## src/rtl/phase_sequencer.sv

```systemverilog
// Multi-phase one-hot sequencer: rotates PHI_OUT through NPH phases of DWELL+1 cycles each,
// for a latched number of rotations or until a graceful stop completes the current rotation.
module phase_sequencer #(
    parameter int NPH = 3,
    parameter int DW  = 4
) (
    input  logic          CLK_IN,
    input  logic          RST_IN,
    input  logic          START_IN,
    input  logic          STOP_IN,
    input  logic [DW-1:0] DWELL_IN,
    input  logic [7:0]    CYCLES_IN,
    output logic [NPH-1:0] PHI_OUT,
    output logic          SYNC_OUT,
    output logic          BUSY_OUT,
    output logic          DONE_OUT,
    output logic          ERR_OUT
);

    typedef enum logic [1:0] {
        IDLE     = 2'd0,
        RUN      = 2'd1,
        STOPPING = 2'd2
    } state_t;

    localparam logic [NPH-1:0] PH1  = NPH'(1);
    localparam logic [DW-1:0]  ONE  = DW'(1);

    state_t         state_q, state_d;
    logic [NPH-1:0] phi_q, phi_d;
    logic [DW-1:0]  dwell_q, dwell_d;
    logic [DW-1:0]  dcnt_q, dcnt_d;
    logic [7:0]     cycles_q, cycles_d;
    logic [7:0]     rot_q, rot_d;
    logic           sync_q, sync_d;
    logic           busy_q, busy_d;
    logic           done_q, done_d;
    logic           err_q, err_d;

    logic [7:0]     rot_n;
    logic           last_rot;
    logic           phi_ok;
    logic           stop_now;

    always_comb begin
        state_d  = state_q;
        phi_d    = phi_q;
        dwell_d  = dwell_q;
        dcnt_d   = dcnt_q;
        cycles_d = cycles_q;
        rot_d    = rot_q;
        sync_d   = 1'b0;
        busy_d   = busy_q;
        done_d   = 1'b0;
        err_d    = err_q;

        rot_n    = rot_q + 8'd1;
        last_rot = (cycles_q != 8'd0) && (rot_n == cycles_q);
        phi_ok   = (phi_q != '0) && ((phi_q & (phi_q - PH1)) == '0);
        stop_now = (state_q == STOPPING) || STOP_IN;

        case (state_q)
            IDLE: begin
                phi_d  = '0;
                busy_d = 1'b0;
                if (START_IN) begin
                    state_d  = RUN;
                    dwell_d  = DWELL_IN;
                    cycles_d = CYCLES_IN;
                    dcnt_d   = DWELL_IN;
                    rot_d    = 8'd0;
                    phi_d    = PH1;
                    sync_d   = 1'b1;
                    busy_d   = 1'b1;
                    err_d    = 1'b0;
                end
            end
            RUN, STOPPING: begin
                busy_d = 1'b1;
                if (state_q == RUN && STOP_IN) begin
                    state_d = STOPPING;
                end
                // A corrupted phase register restarts the rotation without counting it
                if (!phi_ok) begin
                    phi_d  = PH1;
                    dcnt_d = dwell_q;
                    err_d  = 1'b1;
                end else if (dcnt_q != '0) begin
                    dcnt_d = dcnt_q - ONE;
                end else if (phi_q[NPH-1]) begin
                    if (stop_now || last_rot) begin
                        state_d = IDLE;
                        phi_d   = '0;
                        busy_d  = 1'b0;
                        done_d  = 1'b1;
                        rot_d   = rot_n;
                    end else begin
                        phi_d  = PH1;
                        sync_d = 1'b1;
                        dcnt_d = dwell_q;
                        rot_d  = rot_n;
                    end
                end else begin
                    phi_d  = {phi_q[NPH-2:0], 1'b0};
                    dcnt_d = dwell_q;
                end
            end
            default: begin
                state_d = IDLE;
                phi_d   = '0;
                busy_d  = 1'b0;
            end
        endcase
    end

    always_ff @(posedge CLK_IN) begin
        if (RST_IN) begin
            state_q  <= IDLE;
            phi_q    <= '0;
            dwell_q  <= '0;
            dcnt_q   <= '0;
            cycles_q <= 8'd0;
            rot_q    <= 8'd0;
            sync_q   <= 1'b0;
            busy_q   <= 1'b0;
            done_q   <= 1'b0;
            err_q    <= 1'b0;
        end else begin
            state_q  <= state_d;
            phi_q    <= phi_d;
            dwell_q  <= dwell_d;
            dcnt_q   <= dcnt_d;
            cycles_q <= cycles_d;
            rot_q    <= rot_d;
            sync_q   <= sync_d;
            busy_q   <= busy_d;
            done_q   <= done_d;
            err_q    <= err_d;
        end
    end

    assign PHI_OUT  = phi_q;
    assign SYNC_OUT = sync_q;
    assign BUSY_OUT = busy_q;
    assign DONE_OUT = done_q;
    assign ERR_OUT  = err_q;

endmodule

```

## config.mk

```make
export PLATFORM = sky130hd
export DESIGN_NAME = phase_sequencer
export DESIGN_NICKNAME = d
export VERILOG_FILES = /design/src/rtl/phase_sequencer.sv
export SDC_FILE = /design/constraint.sdc
export NUM_CORES = 1
export LEC_CHECK = 0
export CAP_MARGIN = 20
export CORE_AREA = 2 2 63 65
export DETAILED_ROUTE_END_ITERATION = 6
export DIE_AREA = 0 0 65 67
export PLACE_DENSITY = 0.78
export SYNTH_ARGS = -nofsm -noshare
export SYNTH_HDL_FRONTEND = slang
export SYNTH_SLANG_ARGS = --single-unit
```

## constraint.sdc

```tcl
create_clock -name CLK_IN -period 6.9 [get_ports CLK_IN]
set_clock_uncertainty 0.1 [all_clocks]
set_input_delay 1.035 -clock CLK_IN [delete_from_list [all_inputs] [get_ports CLK_IN]]
set_output_delay 1.035 -clock CLK_IN [all_outputs]
set_load 0.05 [all_outputs]
```

==> results.md, run 1 <==
- Status: finished, final reports clean
- Vias: 1787
- Clock power share: a little under a third
- Crit Path Class: reg2out
- Initial Utilization: a little over half
- Layout Nets: 280
- Antenna cells: 0
- Synthesized area: approximately 1900 um^2
- Top Family by Delay on Critical Path: buffers and inverters
- Final Critical Period: approximately 2.8 ns
- Drc violations: 0
- Sinks on Clock Net: 33
- Final Hold Vio Count: 0
- IO Pins: 23
- DIE AREA: between 4000 and 5000 um^2
- Worst slew pin tran: between 0.7 and 0.8 ns
- CTS Root Cell: clkbuf_8
- Most frequent cells in the layout: nand2_1 (36), dfxtp_1 (33), a21oi_1 (27)
- WL/cell: 13.9 um
- RSZ-0062 raised after global routing: false
- Startpoint Class: flip-flop
- Top FF cell, synth: dfxtp_1
- Leak: around 0.82 nW
- Post-DP HPWL: approximately 3 mm
- Row cnt: 22
- Finished Layout Cells: between 300 and 400
- Yosys cell types: 48
- Top cell type's share of synthesized area: between 30% and 40%
- Die Wd: between 60 and 70 um
- Dominant cell type by area after synthesis: dfxtp_1
- Commonest non-fill, non-tap cell in the layout: nand2_1
- Worst path bufs/invs: 1
- Ranking of synthesized cells by area: dfxtp_1 (34%), a21oi_1 (7.0%), nand2_1 (7.0%), ha_1 (3.9%), xnor2_1 (3.2%)
- Clk buf depth: 2
- Slew Limit Fails: 0
- Peak supply drop: about 0.15 mV
- Post-Place Cells: 299
- Critical Path End Type: output pin
- Clock transition at path regs: around 0.06 ns
- # H-tree levels: 2
- Drt first pass iters: 4
- Net Switching: ~0.15 mW
- Final setup viols: 0
- Pwr/cell area: ~210 nW/um^2
- Post-cts resize count: 0
- Post-Syn Instances: 238
- Final ANT Viol Nets: 0
- Crit Path Max Fanout: 9
- Core Region: around 3600 um^2
- Async set or reset register ratio after synthesis: 0%
- Tcrit/Tclk final: between 40 and 50%
- Layout cell share with drive strength beyond 1: about 6.6%
- Worst path max stage delay: 0.86 ns
- Post-CTS Setup Bufs: 0
- Sequential group share of total power: between 40% and 50%
- Hold buffers post-CTS: 0
- Clk Latency, worst-skew pair: just under 0.3 ns
- GP Congestion: 0.888
- Synth-to-layout area growth: 15.6%
- Slowest-stage cell, CP: clkdlybuf4s50_1
- GRT overflow: 0
- Hold crit path type: reg2reg
- Setup TNS: 0 ns
- GRT Total Usage: a little under a quarter
- Filler cell count: roughly 330
- TritonCTS clock tree: yes
- Number of synthesized flops with an enable pin: 0
- Total CTS buffers: 5
- Synthesized flop and latch total: 33
- Combinational power share: approximately a quarter
- Iteration-0 DRC Markers: a little over 90
- Placed Instance Area: 2140 um^2
- Sw frac: 30.7%
- Number of global-route vias before repair: 1644
- Final Util: roughly 60%
- Largest net degree at the start of global routing: 32
- Worst path arrival time: roughly 1.6 ns
- Int Power: ~0.33 mW
- Initial antenna violation count: 0
- Critical path, cell by cell: clkdlybuf4s50_1
- Headroom to the max-slew limit: 49.3%
- First-pass GRT wire length: roughly 7.6 mm
- Peak Freq: about 0.36 GHz
- Die Y: ~67 um
- Max-cap violations: 0
- Worst path required time: 5.76 ns
- Final Cell Area: roughly 2200 um^2
- Total Wirelength: 4.25 mm
- Vias per cell: approximately 5.8
- Total nets after synthesis: between 200 and 300
- Syn Area/Cell: 8.08 um^2
- Port-buffer cells: 22
- Sequential share of the synthesized area: about a third
- Synth Warn #: 0
## flip-flops by register name, summed over array words and instances, names as in the netlist
register  cells
cycles_q      8
rot_q         8
dcnt_q        4
dwell_q       4
PHI_OUT       3
state_q       2
BUSY_OUT      1
DONE_OUT      1
ERR_OUT       1
SYNC_OUT      1
## stage by stage
stage / setup slack [ns] / hold WS (ns) / power [mW]
final: 4.13 / 0.357 / 0.475
after global routing: 3.96 / 0.371 / 0.504
after CTS: 4.12 / 0.358 / 0.479
after detailed placement: 3.97 / 0.349 / 0.332
after global placement: 4.03 / 0.344 / 0.329
after floorplan: 4.62 / 0.336 / 0.309
## routing by layer
metal	global-route usage [%]	up-vias	part of all wire, %
met5	0	-	0
met4	8.78	0	1.5
met3	6.25	5	5.4
met2	38.7	50	48
met1	27.7	838	45
li1	-	894	-
## kinds of logic after synthesis
logic type | count (synthesis) | synth area share [%]
xor+xnor | 13 | 6.64
compound gates | 66 | 21.9
mux | 4 | 2.08
fa+ha+maj | 6 | 3.90
simple gates | 94 | 25.0
buf+inv | 22 | 6.18
flops | 33 | 34.4
## power by group through the flow
| stage | sequential (mW) | clock [mW] | combinational (mW) |
|---|---|---|---|
| after global routing | 0.216 | 0.161 | 0.127 |
| final | 0.215 | 0.146 | 0.114 |
| after global placement | 0.218 | 0 | 0.111 |
| after CTS | 0.214 | 0.150 | 0.114 |
| after detailed placement | 0.219 | 0 | 0.113 |
| after floorplan | 0.224 | 0 | 0.0840 |
## synth_stat cells, types with 4 or more instances
cell and number:
a211oi_1 6, nand4_1 6, mux2i_1 4, buf_6 4, a21o_1 5, nor3_1 9, nor2_1 11, o21ai_0 8
nand3_1 8, ha_1 6, nand2_1 36, xnor2_1 7, a21oi_1 27, xor2_1 5, and2_1 4, dfxtp_1 33
inv_1 12, nor4_1 4
## worst paths after layout
path                     end        from  cells past startpoint  slack (ns)
setup / recovery  PHI_OUT[0]  PHI_OUT[0]                      1        4.13
hold / removal    dwell_q[3]  dwell_q[3]                      2        0.36
setup reg to reg   dcnt_q[3]    rot_q[0]                      7        4.27
hold reg to reg   dwell_q[3]  dwell_q[3]                      2        0.36
## cell type report
class	count	area, um^2	area share (%)
Inverter	12	45.0	2.03
Timing Repair Buffer	23	228	10.2
Tap cell	48	60.1	2.70
Multi-Input combinational cell	183	1140	51.4
Clock buffer	7	86.3	3.88
Sequential cell	33	661	29.7
Power figures use the tool's default switching activity.
==> inputs of run 2 (changes only) <==
--- a/config.mk
+++ b/config.mk
@@ -6,10 +6,10 @@
 export NUM_CORES = 1
 export LEC_CHECK = 0
 export CAP_MARGIN = 20
-export CORE_AREA = 2 2 63 65
+export CORE_AREA = 2 2 66 68
 export DETAILED_ROUTE_END_ITERATION = 6
-export DIE_AREA = 0 0 65 67
-export PLACE_DENSITY = 0.78
+export DIE_AREA = 0 0 68 70
+export PLACE_DENSITY = 0.75
 export SYNTH_ARGS = -nofsm -noshare
 export SYNTH_HDL_FRONTEND = slang
 export SYNTH_SLANG_ARGS = --single-unit
==> constraint.sdc (replaced) <==
create_clock -name CLK_IN -period 2.4 [get_ports CLK_IN]
set_clock_uncertainty 0.1 [all_clocks]
set_input_delay 0.36 -clock CLK_IN [delete_from_list [all_inputs] [get_ports CLK_IN]]
set_output_delay 0.36 -clock CLK_IN [all_outputs]
set_load 0.05 [all_outputs]
==> run 2 against run 1 <==
  * First-iteration DRC count up 30%
  * Setup slack got worse by 4.0 ns
  * Global-route usage decreased by 2.2 points
  * Sequential share of layout area down 1.6 points
  * Register-to-register slack worse by 4.2 ns
  * Critical endpoint is now dcnt_q[1]
==> results.md, run 2 (synthesis results as in run 1) <==
- Worst path arrival time: 2.39 ns
- Sequential group share of total power: 42.9%
- Crit path from: rot_q[0]
- Multi-input gate area: between 1000 and 1500 um^2
- Sinks on Clock Net: 33
- Largest net degree at the start of global routing: 31
- GRT Total Usage: between 20% and 30%
- Final setup viols: 0
- Antenna cells: 0
- # H-tree levels: 2
- GP Congestion: approximately 0.85
- Tcrit/Tclk final: between 90% and 100%
- Layout cell share with drive strength beyond 1: about an eighth
- Clk Latency, worst-skew pair: slightly below 0.3 ns
- Pwr/cell area: between 600 and 700 nW/um^2
- Largest registers: cycles_q x8, rot_q x8
- Drc violations: 0
- Vias: ~1.8k
- Slew Limit Fails: 0
- Iteration-0 DRC Markers: around 120
- Layout Nets: about 290
- Final Critical Period: 2.29 ns
- Slowest-stage cell, CP: ha_1
- IO Pins: 23
- Worst R2R Start: rot_q[0]
- Vias per cell: between 5 and 6
- Clock transition at path regs: around 0.070 ns
- Port-buffer cells: 22
- Drt first pass iters: 4
- Leak: slightly below 0.9 nW
- CTS Root Cell: clkbuf_8
- Post-DP HPWL: approximately 3.2 mm
- Filler cell count: approximately 390
- Initial Utilization: around 46%
- Headroom to the max-slew limit: between 60% and 70%
- Register area: about 660 um^2
- First-pass GRT wire length: between 7 and 8 mm
- Clock power share: about 33%
- GRT overflow: 0
- DIE AREA: ~4800 um^2
- Crit Path Max Fanout: 4
- Worst path max stage delay: around 0.34 ns
- Startpoint Class: flip-flop
- Initial antenna violation count: 0
- Synth-to-layout area growth: 22.1%
- Commonest non-fill, non-tap cell in the layout: nand2_1
- Die Y: ~70 um
- Core Region: roughly 4100 um^2
- Pre-CTS setup slack: about 0.096 ns
- Min Hold Slack: 0.355 ns
- Most frequent cells in the layout: nand2_1 (36), dfxtp_1 (33), a21oi_1 (27)
- Final Worst Setup Slack: 0.110 ns
- Post-Place Cells: between 300 and 400
- Worst slew pin tran: around 0.54 ns
- RSZ-0062 raised after global routing: false
- Hold crit path type: reg2reg
- Final Hold Vio Count: 0
- Net Switching: roughly 0.44 mW
- Sw frac: a little under a third
- Clk buf depth: 2
- Total CTS buffers: 5
- Int Power: roughly 1.0 mW
- Peak supply drop: between 0.2 and 0.25 mV
- Worst path required time: around 2.5 ns
- Status: finished, final reports clean
- Row cnt: 24
- Number of global-route vias before repair: between 1.5k and 2k
- Setup TNS: 0 ns
- Hold buffers post-CTS: 0
- Peak Freq: 0.437 GHz
- R2R depth: 7
- Worst reg-to-reg setup slack: roughly 0.11 ns
- Total Wirelength: 4.47 mm
- R2r endpoint: dcnt_q[1]
- Critical path, cell by cell: ha_1, xor2_1, a211o_1, a211oi_1, nand4_1, and2_4, a311oi_1
- Finished Layout Cells: ~320
- Crit Path Class: reg2reg
- Final ANT Viol Nets: 0
- Max-cap violations: 0
- Critical Path End Type: flip-flop
- TritonCTS clock tree: yes
- Combinational power share: approximately a quarter
- Die Wd: just under 70 um
- WL/cell: 13.8 um
- Critical Path End: dcnt_q[1]
## run 2: changes by cell type in the layout (fill, tap and decap cells not counted), sizes merged
| cell | before | now |
|---|---|---|
| clkinv | 0 | 1 |
| buf | 1 | 14 |
## run 2: worst min-delay path by stage
stage	startpoint	endpoint	slack, ns	cells after the start
after floorplan	dwell_q[0]	dwell_q[0]	0.34	2
after detailed placement	dwell_q[3]	dwell_q[3]	0.35	2
final	dwell_q[3]	dwell_q[3]	0.36	2
after global placement	dwell_q[3]	dwell_q[3]	0.34	2
after global routing	dwell_q[3]	dwell_q[3]	0.37	2
after CTS	dwell_q[3]	dwell_q[3]	0.36	2
## run 2: stage by stage
step | instance area, um^2 | utilization, % | total power, mW
3_3_place_gp | 2240 | 54.0 | 0.967
5_1_grt | 2350 | 56.7 | 1.51
2_1_floorplan | 1920 | - | 0.887
4_1_cts | 2340 | 56.5 | 1.43
3_5_place_dp | 2240 | 54.0 | 0.974
6_report | 2350 | 56.7 | 1.44
## run 2: power groups by stage
stage                     registers [mW]  clock network, mW  logic (mW)
after floorplan                    0.645                  0       0.242
after global placement             0.627                  0       0.341
after detailed placement           0.628                  0       0.347
after CTS                          0.616              0.472       0.348
after global routing               0.621              0.504       0.389
final                              0.616              0.468       0.352
## run 2: final cells by class
type	count	share of cell area [%]
Sequential cell	33	28.1
Multi-Input combinational cell	183	49.0
Timing Repair Buffer	36	13.9
Tap cell	52	2.77
Clock inverter	1	0.213
Clock buffer	7	4.10
Inverter	12	1.92
## run 2: repair_timing
action	in CTS	in global routing
buffers inserted	0	0
endpoints found under the setup margin	0	7
gates resized for setup	0	2
hold endpoints to repair	0	0
## run 2: critical path, delay by kind of cell, from the launching register on
| kind | cells | cell delay [ns] |
|---|---|---|
| xor gates and xnor gates | 1 | 0.16 |
| adders and majority gates | 1 | 0.34 |
| AOI/OAI and AO/OA | 3 | 0.81 |
| and+or+nand+nor | 2 | 0.48 |
| DFF | 1 | 0.32 |
## run 2: per-layer routing
| layer | up-vias | global-route usage [%] | routed length [um] |
|---|---|---|---|
| met2 | 44 | 33.4 | 2200 |
| met5 | - | 0 | 0 |
| met4 | 0 | 8.67 | 69 |
| li1 | 916 | - | - |
| met1 | 834 | 26.1 | 1990 |
| met3 | 8 | 4.51 | 208 |
